## src/rtl/if_stage.sv

```systemverilog
// ---------------------------------------------------------------------------
// if_stage : instruction fetch (pre-IF + IF) for the 5-stage LoongArch pipe.
//
// Generates nextpc, drives the 1-cycle-latency synchronous inst SRAM, holds
// a returned word in a one-entry buffer while ID stalls, and applies branch
// redirects from ID (squashing the wrong-path slot in IF).
//
// Ports
//   clk              in   clock, rising edge
//   resetn           in   asynchronous active-low reset
//   id_allowin       in   ID can accept an instruction this cycle
//   br_taken         in   one-cycle redirect pulse from ID
//   br_target        in   redirect address (valid with br_taken)
//   if_to_id_valid   out  pc/inst carry a valid instruction
//   if_to_id_pc      out  PC of the presented instruction
//   if_to_id_inst    out  presented instruction word
//   inst_sram_en     out  fetch request
//   inst_sram_we     out  byte write enables, always 0
//   inst_sram_addr   out  fetch address (= nextpc)
//   inst_sram_wdata  out  write data, always 0
//   inst_sram_rdata  in   read data, valid the cycle after a request
// ---------------------------------------------------------------------------
module if_stage #(
  parameter logic [31:0] RESET_PC = 32'h1c000000
) (
  input  logic        clk,
  input  logic        resetn,
  input  logic        id_allowin,
  input  logic        br_taken,
  input  logic [31:0] br_target,
  output logic        if_to_id_valid,
  output logic [31:0] if_to_id_pc,
  output logic [31:0] if_to_id_inst,
  output logic        inst_sram_en,
  output logic [3:0]  inst_sram_we,
  output logic [31:0] inst_sram_addr,
  output logic [31:0] inst_sram_wdata,
  input  logic [31:0] inst_sram_rdata
);

  logic        r_to_fs_valid;
  logic        r_fs_valid;
  logic [31:0] r_fs_pc;
  logic        r_buf_valid;
  logic [31:0] r_inst_buf;
  logic        r_br_pend;
  logic [31:0] r_br_pend_target;
  logic        r_req_d;          // a request was issued last cycle -> rdata valid now

  logic        w_fs_ready_go;
  logic        w_fs_allowin;
  logic        w_req;
  logic        w_fire;
  logic [31:0] w_seq_pc;
  logic [31:0] w_nextpc;

  assign w_fs_ready_go = 1'b1;
  assign w_fs_allowin  = !r_fs_valid || (w_fs_ready_go && id_allowin);

  // The instruction in IF while ID redirects is on the wrong path.
  assign if_to_id_valid = r_fs_valid && !br_taken;
  assign w_fire         = if_to_id_valid && id_allowin;

  assign w_seq_pc = r_fs_pc + 32'd4;
  assign w_nextpc = br_taken  ? br_target :
                    r_br_pend ? r_br_pend_target :
                                w_seq_pc;

  assign w_req           = r_to_fs_valid && w_fs_allowin;
  assign inst_sram_en    = w_req;
  assign inst_sram_addr  = w_nextpc;
  assign inst_sram_we    = 4'h0;
  assign inst_sram_wdata = 32'h0;

  assign if_to_id_pc   = r_fs_pc;
  assign if_to_id_inst = r_buf_valid ? r_inst_buf : inst_sram_rdata;

  // pre-IF / IF control state
  always_ff @(posedge clk or negedge resetn) begin
    if (!resetn) begin
      r_to_fs_valid <= 1'b0;
      r_fs_valid    <= 1'b0;
      r_fs_pc       <= RESET_PC - 32'd4;
      r_br_pend     <= 1'b0;
      r_req_d       <= 1'b0;
    end else begin
      r_to_fs_valid <= 1'b1;
      r_req_d       <= w_req;

      if (w_req) begin
        r_fs_valid <= 1'b1;
        r_fs_pc    <= w_nextpc;
      end else if (br_taken) begin
        // IF could not accept the redirect: squash now, fetch target later.
        r_fs_valid <= 1'b0;
      end else if (w_fire) begin
        r_fs_valid <= 1'b0;
      end

      if (w_req) begin
        r_br_pend <= 1'b0;
      end else if (br_taken) begin
        r_br_pend <= 1'b1;
      end
    end
  end

  // Pending redirect target (data only, qualified by r_br_pend)
  always_ff @(posedge clk) begin
    if (br_taken && !w_req) begin
      r_br_pend_target <= br_target;
    end
  end

  // Instruction buffer control
  always_ff @(posedge clk or negedge resetn) begin
    if (!resetn) begin
      r_buf_valid <= 1'b0;
    end else if (br_taken || w_fire) begin
      r_buf_valid <= 1'b0;
    end else if (r_req_d && r_fs_valid && !id_allowin) begin
      r_buf_valid <= 1'b1;
    end
  end

  // Instruction buffer data: capture rdata in its only valid cycle when ID stalls
  always_ff @(posedge clk) begin
    if (!br_taken && r_req_d && r_fs_valid && !id_allowin && !r_buf_valid) begin
      r_inst_buf <= inst_sram_rdata;
    end
  end

endmodule

```

## config.mk

```make
export PLATFORM = sky130hd
export DESIGN_NAME = if_stage
export DESIGN_NICKNAME = d
export VERILOG_FILES = /design/src/rtl/if_stage.sv
export SDC_FILE = /design/constraint.sdc
export NUM_CORES = 1
export LEC_CHECK = 0
export ABC_CLOCK_PERIOD_IN_PS = 7000
export BUFFER_PORTS_ARGS = -buffer_cell sky130_fd_sc_hd__buf_4
export CORE_AREA = 3 3 110 112
export CTS_BUF_LIST = sky130_fd_sc_hd__clkbuf_8
export DETAILED_ROUTE_END_ITERATION = 7
export DIE_AREA = 0 0 113 115
export PLACE_DENSITY = 0.9
export SLEW_MARGIN = 20
export SYNTH_ARGS = -nofsm -noshare
export SYNTH_HDL_FRONTEND = slang
export SYNTH_SLANG_ARGS = --single-unit
```

## constraint.sdc

```tcl
create_clock -name clk -period 7 [get_ports clk]
set_input_delay 0.35 -clock clk [delete_from_list [all_inputs] [get_ports clk]]
set_output_delay 0.35 -clock clk [all_outputs]
set_load 0.005 [all_outputs]
```

==> impl_metrics.tcl, run 1 <==
set metrics [dict create \
    multi_input_area_um2 2370 \
    synth.distinct_cells 52 \
    grt_pass1_wl_mm 23.2 \
    die_w_um 113 \
    die_y_um 115 \
    place_ws_ns 4.05 \
    synth_top_cell_area_share_pct 34.8 \
    synthFlopType "edfxtp_1" \
    synthTopCellsByArea "edfxtp_1 35%, dfstp_2 12%, mux2_2 8.8%, buf_4 5.0%, dfrtp_1 5.0%" \
    path_clk_slew_ns 0.10 \
    power.switching_mw 0.471 \
    whs_path_depth 1 \
    hold_viol 0 \
    htree_levels 3 \
    firstDrtPassIters 5 \
    ctsResizeCount 0 \
    finalSetupTns_ns 0 \
    drive_gt1_share_pct 40.3 \
    antenna_found_initial 0 \
    die_area_um2 13000 \
    cp_top_family "simple AND/OR/NAND/NOR gates" \
    min_from "inst_sram_rdata[10]" \
    p_comb_share_pct 25.9 \
    hpwl_mm 10.5 \
    io_buffer_count 165 \
    drt-initial-drc-count 324 \
    synth_area_um2 5530 \
    drc 0 \
    synth-edff-count 64 \
    gr-total-overflow 0 \
    nNetsFinal 721 \
    fillers 917 \
    worst_ep_required_time_ns 6.65 \
    grt_max_degree 57 \
    slew_headroom_pct 28.2 \
    clock_path_buffers 2 \
    async_reset_ff_share_pct 36.6 \
    path_cells "nand4_2 -> or4_1 -> nor4_2 -> xnor2_1 -> a21oi_1 -> buf_4" \
    io-pin-count 202 \
    synth-seq-area-share_pct 52.1 \
    path_max_fanout 14 \
    cts_tree "yes" \
    grtUsageTotal_pct 22.5 \
    crit_path_max_incr_delay_ns 0.83 \
    ys_ff_latch 101 \
    setup_violations 0 \
    syn_to_final_growth_pct 25.4 \
    grt_pass1_vias 4561 \
    synth_cells 503 \
    max_freq_mhz 298 \
    period_share_pct 47.9 \
    core_um2 11300 \
    slowest_stage "or4_1" \
    rsz0062_at_grt "no" \
    worstPathArrival_ns 3.01 \
    stdcell_area_um2 6940 \
    leakage_nw 2.77 \
    vdd_drop_max_v 0.000121 \
    drt-vias-per-instance 5.75 \
    final_antenna_net_count 0 \
    clkPwrFrac_pct 23.3 \
    swShare_pct 29.8 \
    power.density_nw_per_um2 228 \
    reg2reg_from "if_to_id_pc[6]" \
    r2r-end "if_to_id_pc[26]" \
    clkSinkCount 101 \
    initial_utilization_pct 48.9 \
    fin_ws_ns 3.64 \
    clkLatencyLatePin_ns 0.37 \
    drv_cap 0 \
    vias 4599 \
    hold_end "r_inst_buf[10]" \
    skew_ns 0.00991 \
    finalMaxSlewViolations 0 \
    rr_worst_depth 5 \
    end_kind "output pin" \
    wl_per_cell_um 18.6 \
    fin_crit_ns 3.36 \
    seq_area_um2 2880 \
    rrSetupSlack_ns 4.25 \
    crit_buf_inv 1 \
    worstSetupStartpointType "register" \
    numCtsBuffers 9 \
    gp_congestion 0.827 \
    place_area_um2 6730 \
    internal-power_mw 1.11 \
    num_rows 39 \
    min_path_type "input pin to register" \
    synth_area_leader_cell "edfxtp_1" \
    syn_area_per_cell_um2 11.0 \
    sequentialPowerShare_pct 50.9 \
    worst_pin_slew_ns 1.07 \
    path_class "register to output pin" \
    clock_tree.root_cell "clkbuf_8" \
    holdWs_ns 0.164 \
    ys_warn_count 0 \
    antenna_cells 0 \
    wl_mm 14.9 \
    outcome "completed" \
]
==> stage by stage <==
step           cells  utilization (%)  total power, mW
2_1_floorplan    538                -             1.01
3_3_place_gp     783             59.5             1.20
3_5_place_dp     783             59.5             1.22
4_1_cts          800             61.3             1.59
5_1_grt          800             61.3             1.66
6_report         800             61.3             1.58
==> worst max path at each step <==
stage	startpoint	to	slack, ns	depth (start not counted)
5_1_grt	if_to_id_pc[6]	inst_sram_addr[29]	3.44	6
4_1_cts	if_to_id_pc[6]	inst_sram_addr[29]	3.62	6
2_1_floorplan	br_taken	r_inst_buf[0]	2.96	6
6_report	if_to_id_pc[6]	inst_sram_addr[29]	3.64	6
3_3_place_gp	if_to_id_pc[6]	inst_sram_addr[27]	4.11	6
3_5_place_dp	if_to_id_pc[6]	inst_sram_addr[29]	4.05	6
==> repair_timing <==
| action | 4_1_cts | 5_1_grt |
|---|---|---|
| endpoints found under the hold margin | 11 | 0 |
| buffers inserted | 0 | 0 |
| hold buffers | 1 | 0 |
==> per-layer routing <==
layer / part of all wire (%) / routed length [um] / vias up / global-route usage, %
met3: 10 / 1540 / 26 / 4.32
met4: 2.0 / 294 / 0 / 8.81
li1: - / - / 2100 / -
met5: 0 / 0 / - / 0
met1: 40 / 5940 / 2190 / 29.0
met2: 48 / 7090 / 283 / 37.6
==> flip-flops by register name (all words and copies together), names as in the netlist <==
name / count
r_fs_valid: 1
r_req_d: 1
r_inst_buf: 32
r_br_pend: 1
if_to_id_pc: 32
r_to_fs_valid: 1
r_buf_valid: 1
r_br_pend_target: 32
==> cells in the mapped netlist, types with 9 or more instances <==
cell	number
nand2_1	42
nand3_1	12
dfrtp_1	11
a21oi_1	38
edfxtp_1	64
dfstp_2	26
o22ai_1	11
nor2_1	19
nand4_1	9
inv_1	9
buf_4	37
mux2_2	43
xnor2_1	19
clkbuf_1	26
a31oi_1	9
o21ai_0	20
==> power by group through the flow <==
stage | sequential (mW) | clock, mW | combinational [mW]
after floorplan | 0.784 | 0 | 0.224
after global placement | 0.805 | 0 | 0.396
after detailed placement | 0.813 | 0 | 0.407
after CTS | 0.801 | 0.378 | 0.410
after global routing | 0.815 | 0.401 | 0.446
final | 0.803 | 0.367 | 0.408
==> cell families (layout without fill, tap and decap cells) <==
| group | count (synthesis) | in the layout | synth area share, % |
|---|---|---|---|
| AO/OA/AOI/OAI | 121 | 121 | 13.7 |
| multiplexers | 50 | 50 | 10.0 |
| AND/OR/NAND/NOR | 133 | 133 | 13.1 |
| other | 2 | 37 | 0.136 |
| buffers and inverters | 76 | 195 | 7.67 |
| flip-flops | 101 | 101 | 52.1 |
| XOR/XNOR | 19 | 19 | 3.01 |
| adder cells (fa/ha/maj) | 1 | 1 | 0.226 |
==> cell usage in the layout (no fill, tap or decap), drive strengths merged, types with 12 or more instances in the layout <==
cell type  count
a21oi         38
buf          168
conb          37
dfstp         26
edfxtp        64
mux2          43
nand2         42
nand3         12
nor2          19
nor4          12
o21ai         22
xnor2         19
==> layout make-up <==
cell class	instances	share of cell area, %
clock buffer	10	1.98
clock inverter	6	0.794
inverter	10	0.541
multi-input combinational	361	34.2
sequential	101	41.5
tap	143	2.58
timing repair buffer	169	18.3
Power figures use the tool's default switching activity.
==> run 2, diff against run 1 <==
ABC_AREA = 1   (was default)
ABC_CLOCK_PERIOD_IN_PS = 3100   (was 7000)
clock period = 3.1 ns   (was 7 ns; I/O delays follow)
==> run 2 against run 1 <==
  * Utilization up 6.4 points
  * Via count increased by 18%
  * First-iteration DRC count rose by 49%
  * Power rose by 120%
  * Cell count increased by 34%
  * Clock power rose by 140%
  * Count of clock-buffer cells in the layout is 1 lower
  * Critical path depth increased by 3
  * Synthesized area grew 0.59%
  * Largest cell class unchanged
==> impl_metrics.tcl, run 2 <==
set metrics [dict create \
    worstSetupStartpointType "register" \
    cts_tree "yes" \
    skew_ns 0.0179 \
    place_area_um2 6810 \
    end_kind "output pin" \
    wl_mm 16.7 \
    wl_per_cell_um 15.6 \
    synth-edff-count 64 \
    place_ws_ns 1.11 \
    worst_pin_slew_ns 0.692 \
    vdd_drop_max_v 0.000262 \
    synth_top_family_by_area "simple AND/OR/NAND/NOR gates" \
    rsz0062_at_grt "no" \
    drt-initial-drc-count 482 \
    clkSinkCount 101 \
    vias 5445 \
    clock_tree.root_cell "clkbuf_8" \
    grt_max_degree 50 \
    path_max_fanout 5 \
    grt_pass1_wl_mm 25.8 \
    die_w_um 113 \
    slew_headroom_pct 53.8 \
    min_path_type "input pin to register" \
    synth_area_leader_cell "edfxtp_1" \
    utilization_pct 67.7 \
    drt-vias-per-instance 5.09 \
    synth_compound_area_share_pct 5.02 \
    stdcell_area_um2 7660 \
    numCtsBuffers 9 \
    power.density_nw_per_um2 457 \
    num_rows 39 \
    synthTopCellsByArea "edfxtp_1 35%, nand2_1 21%, dfstp_2 12%, dfrtp_1 4.9%, buf_4 4.9%" \
    core_um2 11300 \
    fin_cells 1070 \
    synth_xor_area_share_pct 1.26 \
    die_y_um 115 \
    ys_warn_count 0 \
    setup_violations 0 \
    outcome "completed" \
    drive_gt1_share_pct 26.2 \
    worstPathArrival_ns 2.29 \
    synth_fa_ha_area_share_pct 0.225 \
    gp_congestion 0.890 \
    io-pin-count 202 \
    synth_cells 701 \
    clock_path_buffers 2 \
    dp_cells 989 \
    worst_ep_required_time_ns 2.94 \
    synthTopCellsByCount "311 x nand2_1, 68 x nor2_1, 64 x edfxtp_1" \
    yosys.area_share.simple_pct 32.6 \
    synth-seq-area-share_pct 51.8 \
    final_common_cell "nand2_1" \
    syn_to_final_growth_pct 37.7 \
    final_antenna_net_count 0 \
    initial_utilization_pct 49.1 \
    hold_viol 0 \
    synth_most_common_cell "nand2_1" \
    io_buffer_count 165 \
    gr-total-overflow 0 \
    antenna_cells 0 \
    grtUsageTotal_pct 25.0 \
    ys_ff_latch 101 \
    leakage_nw 3.57 \
    path_class "register to output pin" \
    drv_cap 0 \
    syn_area_per_cell_um2 7.94 \
    synth_area_um2 5560 \
    nNetsFinal 991 \
    hpwl_mm 10.8 \
    async_reset_ff_share_pct 36.6 \
    holdWs_ns 0.0252 \
    synth.distinct_cells 29 \
    fillers 875 \
    power_mw 3.50 \
    ctsResizeCount 0 \
    clkLatencyLatePin_ns 0.38 \
    layout.cells.most_common_list "311 x nand2_1, 174 x buf_4, 67 x nor2_1" \
    finalSetupTns_ns 0 \
    grt_pass1_vias 5225 \
    drc 0 \
    htree_levels 3 \
    finalMaxSlewViolations 0 \
    synth_top_cell_area_share_pct 34.5 \
    fin_crit_ns 2.45 \
    fin_ws_ns 0.650 \
    period_share_pct 79.0 \
    path_clk_slew_ns 0.11 \
    synth.area.mux_share_pct 0 \
    synthFlopType "edfxtp_1" \
    firstDrtPassIters 4 \
    max_freq_mhz 408 \
    die_area_um2 13000 \
    antenna_found_initial 0 \
]
==> run 2: cell count changes after synthesis, moves of 9 or more <==
| cell | change |
|---|---|
| nand3_1 | +27 |
| xnor2_1 | -16 |
| nand4_1 | -9 |
| o21ai_0 | -13 |
| nand2_1 | +269 |
| buf_2 | +9 |
| nor2_1 | +49 |
| mux2_2 | -43 |
| inv_1 | +20 |
| a31oi_1 | -9 |
| o22ai_1 | -11 |
==> run 2: repair_timing <==
item,in CTS,in global routing
setup endpoints to repair,0,0
setup buffers,0,0
endpoints found under the hold margin,75,0
hold buffers,65,0
==> run 2: area by class of cell <==
class	instances	area, um2	share of cell area (%)
Clock buffer	9	124	1.62
Clock inverter	7	73.8	0.964
Inverter	30	113	1.47
Multi-Input combinational cell	541	2330	30.4
Sequential cell	101	2880	37.6
Tap cell	143	179	2.34
Timing Repair Buffer	239	1960	25.5
==> run 2: metal layers <==
| metal | up-vias | wire length, um | global-route usage [%] |
|---|---|---|---|
| met4 | 0 | 570 | 11.9 |
| met1 | 2532 | 6410 | 30.9 |
| met2 | 274 | 8490 | 43.2 |
| met5 | - | 0 | 1.48 |
| li1 | 2594 | - | - |
| met3 | 45 | 1200 | 3.74 |
==> run 2: final timing paths <==
check | from | end | slack, ns | cells after the start
hold / removal | id_allowin | r_buf_valid | 0.03 | 2
setup reg to reg | if_to_id_pc[3] | if_to_id_pc[18] | 1.19 | 10
min in group asynchronous | resetn | if_to_id_pc[26] | 0.29 | 2
max in group asynchronous | resetn | r_buf_valid | 2.43 | 2
setup / recovery | if_to_id_pc[3] | inst_sram_addr[18] | 0.65 | 9
hold reg to reg | if_to_id_pc[3] | if_to_id_pc[3] | 0.51 | 2
==> run 2: worst max-delay path: stages (launching register included) <==
cell and delay (ns):
dfstp_2 0.57, ha_1 0.19, nand2_1 0.10, nor2_4 0.14, nand2_2 0.13, nor2_4 0.21, xor2_1 0.19, nand2_1 0.10
a21boi_1 0.14, buf_4 0.14
==> run 2: cells by family (layout without fill, tap and decap cells) <==
family | after synthesis | in the layout
buf+inv | 94 | 285
other cells | 2 | 37
simple gates | 444 | 444
flops | 101 | 101
xor+xnor | 8 | 8
fa+ha+maj | 1 | 1
compound gates | 51 | 51
==> run 2: report_power, final <==
part | switching [mW] | leakage [nW] | internal (mW) | total (mW)
Sequential | 0.135 | 1.00 | 1.59 | 1.73
Clock | 0.495 | 0.0937 | 0.377 | 0.872
Combinational | 0.462 | 2.48 | 0.442 | 0.904
